## src/rtl/key_pkg.sv

```systemverilog
// key_pkg: shared types and constants for the key conditioning block.
//   key_state_t        - per-channel debounce FSM state
//   KEY_DEBOUNCE_50MHZ - default qualification length (10 ms at 50 MHz)
package key_pkg;

  typedef enum logic [1:0] {
    RELEASED,
    PRESS_QUAL,
    PRESSED,
    RELEASE_QUAL
  } key_state_t;

  localparam int KEY_DEBOUNCE_50MHZ = 500000;

endpackage

```

## src/rtl/key_debounce_channel.sv

```systemverilog
// key_debounce_channel: one key's synchronizer, debounce FSM and counter.
// Ports:
//   CLOCK_50      in   system clock
//   reset         in   async, active-high
//   key_n         in   raw active-low button, asynchronous
//   press_pulse   out  registered one-cycle pulse per accepted press
//   release_pulse out  registered one-cycle pulse per accepted release
//   key_held      out  registered debounced pressed level
//   press_fire    out  combinational: press_pulse will be set on the next edge
module key_debounce_channel
  import key_pkg::*;
#(
  parameter int DEBOUNCE_CYCLES = KEY_DEBOUNCE_50MHZ,
  parameter int SYNC_STAGES     = 2
) (
  input  logic CLOCK_50,
  input  logic reset,
  input  logic key_n,
  output logic press_pulse,
  output logic release_pulse,
  output logic key_held,
  output logic press_fire
);

  localparam int CW = $clog2(DEBOUNCE_CYCLES);
  localparam logic [CW-1:0] LAST = CW'(DEBOUNCE_CYCLES - 1);

  logic [SYNC_STAGES-1:0] sync;
  key_state_t             state;
  logic [CW-1:0]          cnt;
  logic                   s;

  // Synchronized pressed level (buttons are active-low).
  assign s = ~sync[SYNC_STAGES-1];

  // Lets the top register any_press in the same cycle as press_pulse.
  assign press_fire = (state == PRESS_QUAL) && s && (cnt == LAST);

  always_ff @(posedge CLOCK_50 or posedge reset) begin
    if (reset) begin
      sync          <= '1;
      state         <= RELEASED;
      cnt           <= '0;
      press_pulse   <= 1'b0;
      release_pulse <= 1'b0;
      key_held      <= 1'b0;
    end else begin
      sync          <= {sync[SYNC_STAGES-2:0], key_n};
      press_pulse   <= 1'b0;
      release_pulse <= 1'b0;
      case (state)
        RELEASED: begin
          if (s) begin
            state <= PRESS_QUAL;
            cnt   <= '0;
          end
        end
        PRESS_QUAL: begin
          if (!s) begin
            state <= RELEASED;
            cnt   <= '0;
          end else if (cnt == LAST) begin
            state       <= PRESSED;
            press_pulse <= 1'b1;
            key_held    <= 1'b1;
            cnt         <= '0;   // counter parks at 0 while held
          end else begin
            cnt <= cnt + CW'(1);
          end
        end
        PRESSED: begin
          if (!s) begin
            state <= RELEASE_QUAL;
            cnt   <= '0;
          end
        end
        RELEASE_QUAL: begin
          // key_held stays 1 here; a dropout shorter than qualification is invisible
          if (s) begin
            state <= PRESSED;
            cnt   <= '0;
          end else if (cnt == LAST) begin
            state         <= RELEASED;
            release_pulse <= 1'b1;
            key_held      <= 1'b0;
            cnt           <= '0;
          end else begin
            cnt <= cnt + CW'(1);
          end
        end
        default: begin
          state <= RELEASED;
          cnt   <= '0;
        end
      endcase
    end
  end

endmodule

```

## src/rtl/key_pulse_conditioner.sv

```systemverilog
// key_pulse_conditioner: debounces NUM_KEYS active-low push-buttons into
// press/release pulses and held levels for the game controller.
// Ports:
//   CLOCK_50      in   system clock
//   reset         in   async, active-high
//   key_n         in   [NUM_KEYS] raw buttons, active-low, asynchronous
//   press_pulse   out  [NUM_KEYS] one-cycle pulse per accepted press
//   release_pulse out  [NUM_KEYS] one-cycle pulse per accepted release
//   key_held      out  [NUM_KEYS] debounced pressed level
//   any_press     out  registered OR of press_pulse
module key_pulse_conditioner
  import key_pkg::*;
#(
  parameter int NUM_KEYS        = 3,
  parameter int DEBOUNCE_CYCLES = KEY_DEBOUNCE_50MHZ,
  parameter int SYNC_STAGES     = 2
) (
  input  logic                CLOCK_50,
  input  logic                reset,
  input  logic [NUM_KEYS-1:0] key_n,
  output logic [NUM_KEYS-1:0] press_pulse,
  output logic [NUM_KEYS-1:0] release_pulse,
  output logic [NUM_KEYS-1:0] key_held,
  output logic                any_press
);

  logic [NUM_KEYS-1:0] press_fire;

  for (genvar gi = 0; gi < NUM_KEYS; gi++) begin : g_ch
    key_debounce_channel #(
      .DEBOUNCE_CYCLES(DEBOUNCE_CYCLES),
      .SYNC_STAGES    (SYNC_STAGES)
    ) u_ch (
      .CLOCK_50     (CLOCK_50),
      .reset        (reset),
      .key_n        (key_n[gi]),
      .press_pulse  (press_pulse[gi]),
      .release_pulse(release_pulse[gi]),
      .key_held     (key_held[gi]),
      .press_fire   (press_fire[gi])
    );
  end

  // Registered from the channels' next-cycle press terms so it lines up
  // exactly with press_pulse.
  always_ff @(posedge CLOCK_50 or posedge reset) begin
    if (reset) any_press <= 1'b0;
    else       any_press <= |press_fire;
  end

endmodule
```

## config.mk

```make
export PLATFORM = sky130hd
export DESIGN_NAME = key_pulse_conditioner
export DESIGN_NICKNAME = d
export VERILOG_FILES = /design/src/rtl/key_pkg.sv /design/src/rtl/key_debounce_channel.sv /design/src/rtl/key_pulse_conditioner.sv
export SDC_FILE = /design/constraint.sdc
export NUM_CORES = 1
export LEC_CHECK = 0
export CAP_MARGIN = 20
export CORE_MARGIN = 1.5
export CORE_UTILIZATION = 61
export DETAILED_ROUTE_END_ITERATION = 10
export HOLD_SLACK_MARGIN = 0.06
export PLACE_DENSITY = 0.8
export SYNTH_ARGS = -nofsm -noshare
export SYNTH_HDL_FRONTEND = slang
export SYNTH_HIERARCHICAL = 1
export SYNTH_SLANG_ARGS = --single-unit
```

## constraint.sdc

```tcl
create_clock -name CLOCK_50 -period 2.8 [get_ports CLOCK_50]
set_input_delay 0.7 -clock CLOCK_50 [delete_from_list [all_inputs] [get_ports CLOCK_50]]
set_output_delay 0.7 -clock CLOCK_50 [all_outputs]
set_load 0.02 [all_outputs]
```

==> metrics.cfg, run 1 <==
[min_path]
worst_hold_path_type = reg -> reg
hold_start = g_ch[0].u_ch/sync[0]
hold_end = g_ch[0].u_ch/sync[1]
holdPathStages = 0

[setup_path]
reg2reg_to = any_press
worst-path-buf-inv = 0
cp-end-kind = flip-flop
cp_max_fo = 10
path_depth = 6
path_class = reg -> reg
start_kind = flip-flop
cp.required_ps = 3100
critical_path.cell_chain = ha_1, nand3_1, nor4_1, nand2_1, nor3_1, or3_1
r2r_start = g_ch[0].u_ch/cnt[0]
crit_slowest_cell = nor4_1
max_stage_delay_ps = 660
reg2reg_slack_ps = 600
path_delay_family = simple AND/OR/NAND/NOR gates
arrival_ps = 2510
worstRegToRegCells = 6

[floorplanning]
initial_utilization = 0.644
core_area_mm2 = 0.00646
dieArea_mm2 = 0.00732
die_h_um = 85.6
fp.dieW_um = 85.6
num_rows = 29
pin_count = 15

[logic_synthesis]
synth_top_cell_by_area = dfrtp_1
synth-edff-count = 0
synthesis.area_mm2 = 0.00416
ys_async_sr_fraction = 1.00
yosysSeqAreaShare = 0.477
synth-seq-cells = 79
synthTopCellsByArea = dfrtp_1 (44%), nand3_1 (4.7%), nand2_1 (4.2%), o21ai_0 (4.0%), dfstp_2 (3.8%)
ys.flop_type = dfrtp_1
synth_commonest_cells = dfrtp_1 (73), nand2_1 (46), nand3_1 (39), o21ai_0 (33), a21oi_1 (28)
synth_warnings = 6
syn_inst = 448
syn_nets = 456
synth_top_area_frac = 0.439
synth_cell_types = 61
avgSynthCellArea_um2 = 9.28
synth_most_common_cell = dfrtp_1

[clock_tree]
cts_root_buffer = clkbuf_8
cts.repair.resized = 0
cts_buffer_depth = 2
ctsHtreeMaxLevel = 3
cts_hold_buf = 0
numCtsBuffers = 9
cts_tree = yes
clock-sinks = 79
worstSkewPairLatency_ps = 360
cts_setup_buffers = 0
clk_pin_slew_ps = 90

[timing]
whs_ps = 362
slew_headroom = 0.434
rsz0062_at_grt = false
drv_slew = 0
post-route-period-util = 0.787
fin_skew_ps = 12.9
fmax_mhz = 454
worst_pin_slew_ps = 846
setup-tns-final_ps = 0
finalHoldViolations = 0
setup_violations = 0
layout_min_cycle_time_ps = 2200

[outcome]
outcome = complete, but fails checks
violations = DRC

[detailed_routing]
ant_nets = 0
drt-wirelength-per-cell_um = 16.1
post-route-drc-count = 3
first_iter_violations = 218
vias = 3419
routed_wl_um = 8750
dr.pass1.iters = 7
via_per_inst = 6.27

[run]
drv_cap = 0

[place]
routabilityCongestion = 0.925
hpwl_um = 6040
port_buffers = 14

[grt]
grt_max_degree = 27
track_usage = 0.260
grt_pass1_wl_um = 15000
grt_pass1_vias = 3247
antenna_found_initial = 0
grt.overflow.total = 0

[cells_and_area]
layout-drive-gt1-share = 0.111
antenna_cells = 0
area_growth_pct = 9.12
nets = 471

[power]
peakVddDrop_mv = 0.568
leakage_nw = 1.90
power.density_mw_per_mm2 = 698
power_mw = 3.17

## stage by stage
stage                     area (um2)  setup WS, ps  utilization  cells
after floorplan                 4160           850            -    448
after global placement          4350           749        0.674    529
after detailed placement        4350           682        0.674    529
after CTS                       4540           623        0.703    545
after global routing            4540           427        0.703    545
final                           4540           595        0.703    545
## worst register-to-register path: cells and delay by family (launching register included)
kind	cells	cell delay [ps]
adders and majority gates	1	230
DFF	1	420
and+or+nand+nor	5	1490
## registers in the layout, summed over array words and instances (netlist names), named ones only
register                 flops
g_ch.u_ch/cnt               57
g_ch.u_ch/sync               6
g_ch.u_ch/key_held           3
g_ch.u_ch/press_pulse        3
g_ch.u_ch/release_pulse      3
g_ch.u_ch/state              3
any_press                    1
## report_power, final
| group | leakage, nW | total [mW] | internal (mW) | switching (mW) |
|---|---|---|---|---|
| Combinational | 0.745 | 0.991 | 0.355 | 0.636 |
| Clock | 0.0927 | 0.796 | 0.340 | 0.456 |
| Sequential | 1.07 | 1.38 | 1.24 | 0.146 |
| Total | 1.90 | 3.17 | 1.93 | 1.24 |
## how the worst max path moves through the flow
stage	from	endpoint	slack [ps]
2_1_floorplan	g_ch[0].u_ch/cnt[12]	g_ch[0].u_ch/cnt[1]	850
3_3_place_gp	g_ch[0].u_ch/cnt[12]	g_ch[0].u_ch/cnt[9]	750
3_5_place_dp	g_ch[0].u_ch/cnt[0]	any_press	680
4_1_cts	g_ch[0].u_ch/cnt[0]	g_ch[0].u_ch/cnt[5]	620
5_1_grt	g_ch[0].u_ch/cnt[0]	any_press	430
6_report	g_ch[0].u_ch/cnt[0]	any_press	600
## per-layer routing
metal  up-vias  part of all wire  track usage
met5         -                 0            0
met4         0             0.011       0.0806
met3        11             0.046       0.0626
met2        76              0.48        0.420
met1      1653              0.46        0.350
li1       1679                 -            -
## kinds of logic after synthesis
| kind of cell | Yosys count | synth area share |
|---|---|---|
| fa+ha+maj | 3 | 0.00903 |
| flops | 79 | 0.477 |
| mux | 5 | 0.0120 |
| buf+inv | 41 | 0.0439 |
| xor+xnor | 6 | 0.0144 |
| simple gates | 196 | 0.256 |
| compound gates | 118 | 0.187 |
## cell type report
cell class,count,area (um2)
Clock buffer,9,124
Clock inverter,7,62.6
Fill cell,497,1920
Inverter,25,93.8
Multi-Input combinational cell,328,1990
Sequential cell,79,1980
Tap cell,77,96.3
Timing Repair Buffer,20,185
## layout by cell type, fill, tap and decap left out, types with 4 or more instances in the layout
cell and count:
a31oi_1 15, nand2_1 46, nand3_1 39, clkdlybuf4s50_1 14, or3_1 10, mux2i_1 5
a21o_1 8, dfstp_2 6, a22o_1 6, nor4_1 10, clkbuf_8 9, nand4_1 8
inv_1 24, nor2_1 22, and3_1 6, buf_4 6, or2_2 4, o21ai_0 33
nor3_1 24, a21oi_1 28, dfrtp_1 73, nor4b_1 4
Note: power is estimated with default switching activity, not from simulation.
==> inputs of run 2 (changes only) <==
- CORE_UTILIZATION: 61 -> 55
- PLACE_DENSITY: 0.8 -> 0.76
- clock period: 2.8 -> 1.9 ns (I/O delays scaled with it)
==> run 2 against run 1 <==
- the run ends with setup timing left
- non-clock buffer count is 73 higher
- count of clock-buffer cells in the layout increased by 1
- global-route usage up 0.25 points
- register-to-register slack worse by 680 ps
- final area up 19%
- largest cell class unchanged
- largest power group is now combinational logic
- highest routed layer unchanged
==> metrics.cfg, run 2 (synthesis results as in run 1) <==
[timing]
worst_pin_slew_ps = 504  ; was 846 ps
layout_min_cycle_time_ps = 1990  ; was 2200 ps
drv_slew = 0  ; unchanged
post-route-period-util = 1.05  ; was 0.787
rsz0062_at_grt = true  ; was false
finalHoldViolations = 0  ; unchanged
fmax_mhz = 503  ; was 454 MHz
slew_headroom = 0.661  ; was 0.434
fin_ws_ps = -88.0  ; was 595 ps
whs_ps = 360  ; was 362 ps
fin_skew_ps = 15.3  ; was 12.9 ps
setup_violations = 14  ; was 0
setup-tns-final_ps = -514  ; was 0 ps

[min_path]
worst_hold_path_type = reg -> reg  ; unchanged
holdPathStages = 0  ; unchanged

[grt]
track_usage = 0.262  ; was 0.260
grt_max_degree = 27  ; unchanged
grt_pass1_wl_um = 17300  ; was 15,000 um
grt_pass1_vias = 3811  ; was 3,247
grt.overflow.total = 0  ; unchanged
antenna_found_initial = 0  ; unchanged

[power]
peakVddDrop_mv = 0.813  ; was 0.568 mV
power_mw = 5.60  ; was 3.17 mW
leakage_nw = 2.39  ; was 1.90 nW
p_clk_frac = 0.256  ; was 0.251
p_seq_frac = 0.351  ; was 0.436
internal_power_mw = 3.55  ; was 1.93 mW
power_switching_mw = 2.04  ; was 1.24 mW
swShare = 0.365  ; was 0.391
power.density_mw_per_mm2 = 1030  ; was 698 mW/mm2
pwr-share-comb = 0.393  ; was 0.313

[setup_path]
cp_max_fo = 12  ; was 10
worstRegToRegCells = 8  ; was 6
reg2reg_slack_ps = -90  ; was 600 ps
arrival_ps = 2240  ; was 2510 ps
cp.required_ps = 2150  ; was 3100 ps
cp-endpoint = g_ch[0].u_ch/cnt[16]  ; was any_press
r2r_start = g_ch[0].u_ch/cnt[1]  ; was g_ch[0].u_ch/cnt[0]
path_class = reg -> reg  ; unchanged
cp-end-kind = flip-flop  ; unchanged
reg2reg_to = g_ch[0].u_ch/cnt[16]  ; was any_press
start_kind = flip-flop  ; unchanged
crit_start = g_ch[0].u_ch/cnt[1]  ; was g_ch[0].u_ch/cnt[0]

[clock_tree]
clk_pin_slew_ps = 90  ; about the same
ctsHtreeMaxLevel = 3  ; unchanged
cts_root_buffer = clkbuf_8  ; unchanged
clock-sinks = 79  ; unchanged
cts_tree = yes  ; unchanged
cts_hold_buf = 0  ; unchanged
worstSkewPairLatency_ps = 360  ; about the same
cts_buffer_depth = 2  ; unchanged
numCtsBuffers = 9  ; unchanged

[outcome]
outcome = complete, but fails checks  ; unchanged
violations = setup timing  ; was DRC

[floorplanning]
dieArea_mm2 = 0.00809  ; was 0.00732 mm2
num_rows = 31  ; was 29
core_area_mm2 = 0.00729  ; was 0.00646 mm2
pin_count = 15  ; unchanged
die_h_um = 90.0  ; was 85.6 um
fp.dieW_um = 90.0  ; was 85.6 um
initial_utilization = 0.570  ; was 0.644

[cells_and_area]
fin_area_mm2 = 0.00542  ; was 0.00454 mm2
fillers = 494  ; was 497
layout-drive-gt1-share = 0.294  ; was 0.111
mostFrequentLayoutCell = buf_4  ; was dfrtp_1
fin_util = 0.743  ; was 0.703
top_register = g_ch.u_ch/cnt  ; unchanged
antenna_cells = 0  ; unchanged
final_cell_count_no_fill = 643  ; was 545
largestRegisters = g_ch.u_ch/cnt (57), g_ch.u_ch/sync (6)  ; unchanged
largest_reg_flops = 57  ; unchanged
area_growth_pct = 30.2  ; was 9.12%
layout_common_cells = buf_4 (75), dfrtp_1 (73), nand2_1 (45)  ; was dfrtp_1 (73), nand2_1 (46), nand3_1 (39)
nets = 547  ; was 471

[detailed_routing]
ant_nets = 0  ; unchanged
wl_met1_um = 4440  ; was 4010 um
wl_met3_um = 746  ; was 404 um
vias = 3913  ; was 3,419
top_layer = met4  ; unchanged
dr.pass1.iters = 6  ; was 7
met2_length_um = 5280  ; was 4240 um
first_iter_violations = 313  ; was 218
via_per_inst = 6.09  ; was 6.27
post-route-drc-count = 0  ; was 3
drt-wirelength-per-cell_um = 16.7  ; was 16.1 um
routed_wl_um = 10700  ; was 8750 um

[place]
place_ws_ps = -211  ; was 682 ps
dp_cells = 607  ; was 529
place_area_mm2 = 0.00481  ; was 0.00435 mm2
hpwl_um = 6910  ; was 6040 um
routabilityCongestion = 0.853  ; was 0.925
port_buffers = 14  ; unchanged

[run]
drv_cap = 0  ; unchanged

-- run 2: how the worst min path moves through the flow --
stage                         startpoint              endpoint  slack (ps)
floorplan                          reset             any_press         200
global placement    g_ch[1].u_ch/sync[0]  g_ch[1].u_ch/sync[1]         350
detailed placement  g_ch[1].u_ch/sync[0]  g_ch[1].u_ch/sync[1]         350
CTS                 g_ch[2].u_ch/sync[0]  g_ch[2].u_ch/sync[1]         360
global route        g_ch[0].u_ch/sync[0]  g_ch[0].u_ch/sync[1]         370
finish              g_ch[2].u_ch/sync[0]  g_ch[2].u_ch/sync[1]         360
-- run 2: area by class of cell --
type	count	area (um2)	share of cell area
clock buffer	10	138	0.0254
clock inverter	6	92.6	0.0171
inverter	25	93.8	0.0173
multi-input combinational	331	2230	0.412
sequential	79	1980	0.366
tap	99	124	0.0229
timing repair buffer	93	751	0.139
-- run 2: power by group through the flow --
stage | Clock (mW) | Combinational (mW) | Sequential (mW)
final | 1.43 | 2.20 | 1.96
after global routing | 1.52 | 2.39 | 1.98
after CTS | 1.47 | 1.92 | 1.96
after detailed placement | 0 | 1.80 | 1.99
after global placement | 0 | 1.74 | 1.97
after floorplan | 0 | 1.23 | 1.98
-- run 2: repair_timing --
action | in CTS | in global routing
endpoints found under the setup margin | 12 | 43
gates resized for setup | 11 | 40
cloned | 3 | 0
setup buffers | 2 | 14
pin swaps | 8 | 20
-- run 2: worst max-delay path: stages (launching register included) --
cell	delay, ps
dfrtp_1	390
ha_2	210
nand3_1	80
buf_4	200
nor4_1	500
buf_4	220
nand2_1	70
a21oi_2	130
mux2i_1	70
-- run 2: layer usage --
metal  vias to the layer above  track usage
met5                         -            0
met4                         0       0.0873
met3                        31       0.0609
met2                       171        0.447
met1                      1871        0.330
li1                       1840            -
==> inputs of run 3 (changes only) <==
- RECOVER_POWER: not set -> 50
==> run 3 against run 2 <==
- the flow still finishes with violations (setup timing)
- core utilization is 0.14 points lower
- sequential share of layout area up 0.068 points
- register-to-register slack improved by 20 ps
- final area down 0.18%
- die area did not move
- combinational power barely moved
- count of clock-buffer cells in the layout stayed put
- clock skew rose by 0.52 ps
- global-route usage unchanged
- clock power hardly changed
- fmax rose by 0.77%
- critical path type unchanged
- largest cell class unchanged
==> metrics.cfg, run 3 (synthesis results as in run 1) <==
[floorplanning]
initial_utilization = 0.570  ; unchanged
die_h_um = 90.0  ; unchanged
fp.dieW_um = 90.0  ; unchanged
pin_count = 15  ; unchanged
num_rows = 31  ; unchanged
dieArea_mm2 = 0.00809  ; unchanged
core_area_mm2 = 0.00729  ; unchanged

[clock_tree]
cts_hold_buf = 0  ; unchanged
cts_root_buffer = clkbuf_8  ; unchanged
clock-sinks = 79  ; unchanged
clk_pin_slew_ps = 90  ; about the same
worstSkewPairLatency_ps = 360  ; about the same
ctsHtreeMaxLevel = 3  ; unchanged
numCtsBuffers = 9  ; unchanged
cts_tree = yes  ; unchanged
cts_buffer_depth = 2  ; unchanged

[place]
port_buffers = 14  ; unchanged
place_ws_ps = -211  ; unchanged
hpwl_um = 6910  ; unchanged
routabilityCongestion = 0.853  ; unchanged
dp_cells = 607  ; unchanged

[timing]
drv_slew = 0  ; unchanged
worst_pin_slew_ps = 864  ; was 504 ps
post-route-period-util = 1.04  ; was 1.05
setup_violations = 15  ; was 14
fin_skew_ps = 15.9  ; was 15.3 ps
slew_headroom = 0.424  ; was 0.661
layout_min_cycle_time_ps = 1970  ; was 1990 ps
setup-tns-final_ps = -462  ; was -514 ps
fmax_mhz = 507  ; was 503 MHz
fin_ws_ps = -72.9  ; was -88.0 ps
finalHoldViolations = 0  ; unchanged
whs_ps = 361  ; was 360 ps
rsz0062_at_grt = true  ; unchanged

[setup_path]
arrival_ps = 2210  ; was 2240 ps
cp_max_fo = 5  ; was 12
start_kind = flip-flop  ; unchanged
reg2reg_slack_ps = -70  ; was -90 ps
crit_start = g_ch[0].u_ch/cnt[6]  ; was g_ch[0].u_ch/cnt[1]
reg2reg_to = g_ch[0].u_ch/cnt[15]  ; was g_ch[0].u_ch/cnt[16]
cp-endpoint = g_ch[0].u_ch/cnt[15]  ; was g_ch[0].u_ch/cnt[16]
path_class = reg -> reg  ; unchanged
cp-end-kind = flip-flop  ; unchanged
worstRegToRegCells = 7  ; was 8
r2r_start = g_ch[0].u_ch/cnt[6]  ; was g_ch[0].u_ch/cnt[1]
cp.required_ps = 2130  ; was 2150 ps

[detailed_routing]
met2_length_um = 5340  ; was 5280 um
post-route-drc-count = 0  ; unchanged
drt-wirelength-per-cell_um = 16.6  ; was 16.7 um
first_iter_violations = 293  ; was 313
vias = 3892  ; was 3,913
wl_met1_um = 4450  ; was 4440 um
via_per_inst = 6.04  ; was 6.09
routed_wl_um = 10700  ; about the same
dr.pass1.iters = 5  ; was 6
top_layer = met4  ; unchanged
wl_met3_um = 626  ; was 746 um
ant_nets = 0  ; unchanged

[cells_and_area]
layout-drive-gt1-share = 0.290  ; was 0.294
nets = 547  ; unchanged
mostFrequentLayoutCell = dfrtp_1  ; was buf_4
fillers = 501  ; was 494
area_growth_pct = 30.0  ; was 30.2%
fin_util = 0.741  ; was 0.743
layout_common_cells = dfrtp_1 (73), buf_4 (71), nand2_1 (45)  ; was buf_4 (75), dfrtp_1 (73), nand2_1 (45)
largestRegisters = g_ch.u_ch/cnt (57), g_ch.u_ch/sync (6)  ; unchanged
final_cell_count_no_fill = 644  ; was 643
largest_reg_flops = 57  ; unchanged
top_register = g_ch.u_ch/cnt  ; unchanged

[grt]
grt_pass1_wl_um = 17300  ; unchanged
grt.overflow.total = 0  ; unchanged
track_usage = 0.262  ; unchanged
grt_max_degree = 27  ; unchanged
grt_pass1_vias = 3811  ; unchanged
antenna_found_initial = 1  ; was 0

[power]
leakage_nw = 2.39  ; about the same
peakVddDrop_mv = 0.811  ; was 0.813 mV
power.density_mw_per_mm2 = 1030  ; about the same

[run]
drv_cap = 0  ; unchanged

[min_path]
worst_hold_path_type = reg -> reg  ; unchanged

[outcome]
violations = setup timing  ; unchanged
outcome = complete, but fails checks  ; unchanged

[run 3: cell count changes in the layout (fill, tap and decap cells not counted)]
cell             delta
clkbuf_2            +2
clkdlybuf4s50_1     -4
diode_2             +1
buf_4               -4
clkbuf_1            +2
dlygate4sd3_1       +4
[run 3: routing by layer]
layer | GRT usage | vias to the layer above
li1 | - | 1840
met2 | 0.447 | 147
met3 | 0.0609 | 30
met4 | 0.0873 | 0
met5 | 0 | -
met1 | 0.330 | 1875
[run 3: repair_timing]
item / in CTS / in global routing
setup endpoints to repair: 12 / 43
buffers inserted: 2 / 14
gates cloned: 3 / 0
resized for setup: 11 / 40
pin swaps: 8 / 20
hold endpoints to repair: 0 / 0
[run 3: power breakdown]
part,internal [mW],switching [mW]
Clock,0.782,0.649
Combinational,0.944,1.24
Sequential,1.82,0.143
Total,3.55,2.03
[run 3: layout make-up]
type                       count  area (um2)  share of cell area
timing repair buffer          93         738               0.137
antenna                        1        2.50            0.000463
clock inverter                 6        92.6              0.0171
clock buffer                  10         138              0.0255
tap                           99         124              0.0229
multi-input combinational    331        2230               0.413
sequential                    79        1980               0.367
inverter                      25        93.8              0.0174
[run 3: through the flow]
| step | area, um2 | power, mW |
|---|---|---|
| floorplan | 4170 | 3.21 |
| global placement | 4810 | 3.71 |
| detailed placement | 4810 | 3.79 |
| CTS | 5130 | 5.35 |
| global route | 5410 | 5.89 |
| finish | 5410 | 5.58 |
[run 3: worst min-delay path by stage]
stage	start	to	depth (start not counted)	slack [ps]
floorplan	reset	any_press	1	200
global placement	g_ch[1].u_ch/sync[0]	g_ch[1].u_ch/sync[1]	0	350
global route	g_ch[0].u_ch/sync[0]	g_ch[0].u_ch/sync[1]	0	370
CTS	g_ch[2].u_ch/sync[0]	g_ch[2].u_ch/sync[1]	0	360
detailed placement	g_ch[1].u_ch/sync[0]	g_ch[1].u_ch/sync[1]	0	350
finish	g_ch[2].u_ch/sync[0]	g_ch[2].u_ch/sync[1]	0	360
[run 3: critical path: stages, from the launching register on]
cell and delay (ps):
dfrtp_1 420, nor4b_2 280, nand2_1 100, buf_6 150
o41ai_4 490, buf_4 190, o21a_1 120, mux2i_1 100
